`src/rtl/obstacle_field.sv`:
```
// Pool of NUM_OBS scrolling obstacle slots with LFSR-driven spawning and a step prescaler.
// Define OBS_SPEEDUP_EN to enable difficulty levels; otherwise level=0 and the step period is BASE_PERIOD.
module obstacle_field #(
    parameter int          NUM_OBS     = 4,
    parameter int          X_W         = 10,
    parameter int          SPAWN_X     = 740,
    parameter int          BASE_PERIOD = 1023,
    parameter int          PERIOD_DEC  = 64,
    parameter int          MIN_PERIOD  = 255,
    parameter int          MIN_GAP     = 160,
    parameter int          GAP_RAND_W  = 7,
    parameter int          LEVEL_STEP  = 8,
    parameter int          MAX_LEVEL   = 7,
    parameter logic [15:0] LFSR_SEED   = 16'hACE1
) (
    input  logic                   clk,
    input  logic                   reset,
    input  logic [1:0]             game_state,
    output logic [NUM_OBS*X_W-1:0] obs_x,
    output logic [NUM_OBS*2-1:0]   obs_lane,
    output logic [NUM_OBS*2-1:0]   obs_type,
    output logic [NUM_OBS-1:0]     obs_active,
    output logic                   flick,
    output logic                   step,
    output logic [2:0]             level,
    output logic                   passed
);

    localparam logic [X_W-1:0] SPAWN_XV  = X_W'(SPAWN_X);
    localparam logic [15:0]    MIN_GAP16 = 16'(MIN_GAP);

    if (NUM_OBS < 1 || NUM_OBS > 8 || MAX_LEVEL > 7 || LEVEL_STEP < 1 ||
        MIN_PERIOD < 1 || PERIOD_DEC < 0 || LFSR_SEED == 16'h0) begin : g_bad_cfg
        $error("obstacle_field: invalid parameter set");
    end

    logic [15:0]        lfsr;
    logic [15:0]        tick_cnt, gap_cnt, gap_tgt, period;
    logic [15:0]        gap_inc, gap_n, tgt_n;
    logic [X_W-1:0]     x_q    [NUM_OBS];
    logic [X_W-1:0]     x_n    [NUM_OBS];
    logic [1:0]         lane_q [NUM_OBS];
    logic [1:0]         lane_n [NUM_OBS];
    logic [1:0]         type_q [NUM_OBS];
    logic [1:0]         type_n [NUM_OBS];
    logic [NUM_OBS-1:0] act_q, act_n, retired, free_pre, spawn_sel;
    logic               flick_q, step_q, passed_q;
    logic               play, clr, step_now, do_spawn;
    logic [1:0]         new_lane;

    assign play     = (game_state == 2'b01);
    assign clr      = reset || (game_state == 2'b00);
    assign step_now = play && (tick_cnt == period - 16'd1);

`ifdef OBS_SPEEDUP_EN
    localparam int RC_W = $clog2(LEVEL_STEP + NUM_OBS + 1);

    logic [2:0]      level_q;
    logic [RC_W-1:0] ret_cnt, ret_sum;
    logic [15:0]     dec_amt;

    assign dec_amt = 16'(level_q) * 16'(PERIOD_DEC);

    // max(MIN_PERIOD, BASE_PERIOD - dec) without letting the subtraction wrap
    always_comb begin
        if (dec_amt < 16'(BASE_PERIOD) && (16'(BASE_PERIOD) - dec_amt) > 16'(MIN_PERIOD))
            period = 16'(BASE_PERIOD) - dec_amt;
        else
            period = 16'(MIN_PERIOD);
    end

    always_comb begin
        ret_sum = ret_cnt;
        for (int i = 0; i < NUM_OBS; i++)
            ret_sum = ret_sum + RC_W'(retired[i]);
    end

    always_ff @(posedge clk) begin
        if (clr) begin
            level_q <= '0;
            ret_cnt <= '0;
        end else if (step_now) begin
            if (ret_sum >= RC_W'(LEVEL_STEP)) begin
                ret_cnt <= ret_sum - RC_W'(LEVEL_STEP);
                if (level_q < 3'(MAX_LEVEL))
                    level_q <= level_q + 3'd1;
            end else begin
                ret_cnt <= ret_sum;
            end
        end
    end

    assign level = level_q;
`else
    assign period = 16'(BASE_PERIOD);
    assign level  = '0;
`endif

    // Lane 3 does not exist on screen; fold it onto the middle lane.
    assign new_lane  = (lfsr[1:0] == 2'b11) ? 2'b01 : lfsr[1:0];
    assign free_pre  = ~act_q;
    assign spawn_sel = free_pre & (~free_pre + NUM_OBS'(1));
    assign gap_inc   = (gap_cnt >= gap_tgt) ? gap_tgt : gap_cnt + 16'd1;
    assign do_spawn  = (gap_inc == gap_tgt) && (|free_pre);

    always_comb begin
        act_n   = act_q;
        retired = '0;
        gap_n   = gap_inc;
        tgt_n   = gap_tgt;
        for (int i = 0; i < NUM_OBS; i++) begin
            x_n[i]    = x_q[i];
            lane_n[i] = lane_q[i];
            type_n[i] = type_q[i];
            if (act_q[i]) begin
                if (x_q[i] == '0) begin
                    retired[i] = 1'b1;
                    act_n[i]   = 1'b0;
                    x_n[i]     = SPAWN_XV;
                end else begin
                    x_n[i] = x_q[i] - X_W'(1);
                end
            end
            if (do_spawn && spawn_sel[i]) begin
                act_n[i]  = 1'b1;
                x_n[i]    = SPAWN_XV;
                lane_n[i] = new_lane;
                type_n[i] = lfsr[3:2];
            end
        end
        if (do_spawn) begin
            gap_n = '0;
            tgt_n = MIN_GAP16 + 16'(lfsr[4 +: GAP_RAND_W]);
        end
    end

    // The LFSR free-runs through idle and pause so spawn patterns depend on player timing.
    always_ff @(posedge clk) begin
        if (reset)
            lfsr <= LFSR_SEED;
        else
            lfsr <= {lfsr[14:0], lfsr[15] ^ lfsr[13] ^ lfsr[12] ^ lfsr[10]};
    end

    always_ff @(posedge clk) begin
        if (clr) begin
            tick_cnt <= '0;
            gap_cnt  <= '0;
            gap_tgt  <= MIN_GAP16;
            act_q    <= '0;
            flick_q  <= 1'b0;
            step_q   <= 1'b0;
            passed_q <= 1'b0;
            for (int i = 0; i < NUM_OBS; i++) begin
                x_q[i]    <= SPAWN_XV;
                lane_q[i] <= 2'b00;
                type_q[i] <= 2'b00;
            end
        end else if (step_now) begin
            tick_cnt <= '0;
            step_q   <= 1'b1;
            passed_q <= |retired;
            flick_q  <= ~flick_q;
            gap_cnt  <= gap_n;
            gap_tgt  <= tgt_n;
            act_q    <= act_n;
            for (int i = 0; i < NUM_OBS; i++) begin
                x_q[i]    <= x_n[i];
                lane_q[i] <= lane_n[i];
                type_q[i] <= type_n[i];
            end
        end else begin
            step_q   <= 1'b0;
            passed_q <= 1'b0;
            if (play)
                tick_cnt <= tick_cnt + 16'd1;
        end
    end

    for (genvar g = 0; g < NUM_OBS; g++) begin : g_pack
        assign obs_x[g*X_W +: X_W] = x_q[g];
        assign obs_lane[g*2 +: 2]  = lane_q[g];
        assign obs_type[g*2 +: 2]  = type_q[g];
    end

    assign obs_active = act_q;
    assign flick      = flick_q;
    assign step       = step_q;
    assign passed     = passed_q;

endmodule
```
`config.mk`:
```
export PLATFORM = sky130hd
export DESIGN_NAME = obstacle_field
export DESIGN_NICKNAME = d
export VERILOG_FILES = /design/src/rtl/obstacle_field.sv
export SDC_FILE = /design/constraint.sdc
export NUM_CORES = 1
export LEC_CHECK = 0
export BUFFER_PORTS_ARGS = -buffer_cell sky130_fd_sc_hd__buf_4
export CORE_MARGIN = 3
export CORE_UTILIZATION = 40
export DETAILED_ROUTE_END_ITERATION = 8
export PLACE_DENSITY_LB_ADDON = 0.25
export REMOVE_ABC_BUFFERS = 1
export SLEW_MARGIN = 10
export SYNTH_ARGS = -nofsm -noshare
export SYNTH_HDL_FRONTEND = slang
export SYNTH_SLANG_ARGS = --single-unit
```
`constraint.sdc`:
```
create_clock -name clk -period 3.34 [get_ports clk]
set_input_delay 0.668 -clock clk [delete_from_list [all_inputs] [get_ports clk]]
set_output_delay 0.668 -clock clk [all_outputs]
set_load 0.02 [all_outputs]
```
==> flow_metrics.env <==
export IMPL_status="complete, no violations"
export IMPL_synthToLayoutAreaGrowth_pct=22.3
export IMPL_synth_cells=601
export IMPL_rows=43
export IMPL_cp_required_ns=3.60
export IMPL_layout_nets=694
export IMPL_vias=4571
export IMPL_cts_tree="done"
export IMPL_drc=0
export IMPL_period_minus_slack_ns=3.11
export IMPL_p_leak_nw=2.64
export IMPL_swShare_pct=23.0
export IMPL_critPathSlowestCell="o21ai_1"
export IMPL_skew_ns=0.00761
export IMPL_power_switching_mw=0.842
export IMPL_portBuffers=66
export IMPL_track_usage_pct=16.6
export IMPL_r2r_end="gap_cnt[1]"
export IMPL_rrSetupSlack_ns=0.23
export IMPL_diodes=0
export IMPL_post_cts_buffers=0
export IMPL_total_power_mw=3.67
export IMPL_drt_wirelength_per_cell_um=15.1
export IMPL_dpl_cell_count=834
export IMPL_worstSetupPathType="reg -> reg"
export IMPL_ys_ff_latch=120
export IMPL_grt_first_pass_wirelength_um=21300
export IMPL_synth_warnings=0
export IMPL_synth_edff_count=56
export IMPL_hold_viol=0
export IMPL_dp_hpwl_um=9300
export IMPL_critPathArrivalTime_ns=3.37
export IMPL_tns_ns=0
export IMPL_rsz0062_at_grt="false"
export IMPL_synth_main_ff_cell="dfxtp_1"
export IMPL_die_h_um=126
export IMPL_drtIter0Drc=400
export IMPL_viasPerCell=5.28
export IMPL_final_layout_size_suffix_gt1_share_pct=18.2
export IMPL_path_max_fanout=10
export IMPL_slowest_delay_ns=0.68
export IMPL_ios=70
export IMPL_syn_cell_area_um2=5790
export IMPL_max_slew_worst_pin_slew_ns=0.848
export IMPL_clkPwrFrac_pct=48.7
export IMPL_r2r_start="gap_cnt[0]"
export IMPL_core_area_um2=14000
export IMPL_cts_made_buffers=17
export IMPL_ant_nets=0
export IMPL_power_density_nw_per_um2=518
export IMPL_place_congestion=0.862
export IMPL_cts_resized=0
export IMPL_synth_top_area_share_pct=29.0
export IMPL_cp_cell_sequence="ha_1 > and3_1 > and4_1 > o32ai_2 > nor3_1 > a31oi_1 > buf_4 > o21ai_1 > o21ai_0"
export IMPL_die_w_um=126
export IMPL_crit_cells=9
export IMPL_relSlewSlack_pct=43.1
export IMPL_maxSlewViolCount=0
export IMPL_crit_path_end_kind="flip-flop"
export IMPL_synth_area_leader_cell="edfxtp_1"
export IMPL_reg2reg_depth=9
export IMPL_worst_hold_slack_ns=0.410
export IMPL_totalWireLength_um=13000
export IMPL_worst_ir_drop_vdd_v=0.000355
export IMPL_finalSetupViolations=0
export IMPL_async_flop_share_pct=0
export IMPL_cpLargestDelayFamily="compound AO/OA/AOI/OAI gates"
export IMPL_clock_fmax_mhz=322
export IMPL_worstSetupStartpoint="gap_cnt[0]"
export IMPL_max_cap_violations=0
export IMPL_combPwrFrac_pct=6.5
export IMPL_numClockSinks=120
export IMPL_path_clk_slew_ns=0.05
export IMPL_p_seq_share_pct=44.9
export IMPL_ctsHoldBuffers=0
export IMPL_grt_overflow=0
export IMPL_grt_pass1_vias=4250
export IMPL_yosysMostFrequentCell="nor2_1"
export IMPL_hp_class="reg -> reg"
export IMPL_h_tree_depth=4
export IMPL_path_buf_inv=1
export IMPL_clk_latency_ns=0.42
export IMPL_cts_max_path_buffers=2
export IMPL_die_area_um2=16000
export IMPL_grt_antenna_before_repair=0
export IMPL_period_share_pct=93.0
export IMPL_p_int_mw=2.82
export IMPL_synthTopCellsByCount="66 x nor2_1, 64 x dfxtp_1, 57 x nand2_1"
export IMPL_start_util_pct=41.2
export IMPL_cts_root_buf="clkbuf_16"
export IMPL_avgSynthCellArea_um2=9.63
export IMPL_fin_cells=866
export IMPL_cp_endpoint="gap_cnt[1]"
export IMPL_seq_area_frac_synth_pct=51.2
export IMPL_yosysUniqueCellTypes=55
export IMPL_fin_util_pct=50.4
export IMPL_synth_top_cells_by_area="edfxtp_1 29%, dfxtp_1 22%, nor2_1 4.3%, xnor2_1 4.1%, xor2_1 3.9%"
export IMPL_dr_pass1_iters=5
export IMPL_grt_max_degree=24
export IMPL_start_kind="flip-flop"
## power by group through the flow
| stage | clock network, mW | registers [mW] | logic, mW |
|---|---|---|---|
| 2_1_floorplan | 0 | 1.71 | 0.0916 |
| 3_3_place_gp | 0 | 1.67 | 0.235 |
| 3_5_place_dp | 0 | 1.67 | 0.238 |
| 4_1_cts | 1.83 | 1.64 | 0.240 |
| 5_1_grt | 1.89 | 1.65 | 0.258 |
| 6_report | 1.78 | 1.64 | 0.237 |
## layout make-up
class                   count  area, um2
multi-input cells         425       2600
repair buffers             79        593
clock inverters             9       88.8
well taps                 180        225
clock buffers              23        499
inverters                  30        113
flip-flops and latches    120       2960
fillers                  1255       6960
## cell families (layout without fill, tap and decap cells)
| group | count (synthesis) | in the layout | synth area share, % |
|---|---|---|---|
| AND/OR/NAND/NOR | 251 | 251 | 21.7 |
| AO/OA/AOI/OAI | 98 | 98 | 10.7 |
| flip-flops | 120 | 120 | 51.2 |
| multiplexers | 3 | 3 | 0.519 |
| other | 1 | 3 | 0.0648 |
| XOR/XNOR | 53 | 53 | 8.02 |
| buffers and inverters | 58 | 141 | 4.19 |
| adder cells (fa/ha/maj) | 17 | 17 | 3.67 |
## registers in the layout (all words and copies together) (netlist names)
register	flops
x_q	40
gap_cnt	16
lfsr	16
tick_cnt	16
gap_tgt	9
lane_q	8
type_q	8
obs_active	4
flick	1
passed	1
step	1
## stage by stage
step | area [um2] | setup WS, ns
2_1_floorplan | 5670 | 0.0547
3_3_place_gp | 6480 | 0.349
3_5_place_dp | 6480 | 0.287
4_1_cts | 7070 | 0.270
5_1_grt | 7080 | 0.00172
6_report | 7080 | 0.233
## placed cells by master (no fill, tap or decap), drive strengths merged, types with 12 or more instances in the layout
master	instances
and3	23
buf	79
inv	32
edfxtp	56
nor2	66
xnor2	27
clkbuf	23
or2	12
ha	17
nand2	57
dfxtp	64
nor3	18
a21oi	32
nand3	18
o21ai	24
xor2	26
## metal layers
metal	vias up	share of wire [%]	global-route usage (%)	wire length, um
met5	-	0	0	0
met4	0	1.6	5.99	204
met3	19	4.5	4.21	588
met2	121	46	25.9	6020
met1	2162	48	22.5	6230
li1	2269	-	-	-
## how the worst min path moves through the flow
stage,from,endpoint,slack [ns],cells past startpoint
after floorplan,lfsr[14],lfsr[15],0.39,1
after global placement,lfsr[14],lfsr[15],0.40,1
after detailed placement,lfsr[14],lfsr[15],0.40,1
after CTS,lfsr[14],lfsr[15],0.41,1
after global routing,lfsr[14],lfsr[15],0.43,1
final,lfsr[14],lfsr[15],0.41,1
No activity file was read; power rests on OpenSTA's default activity.
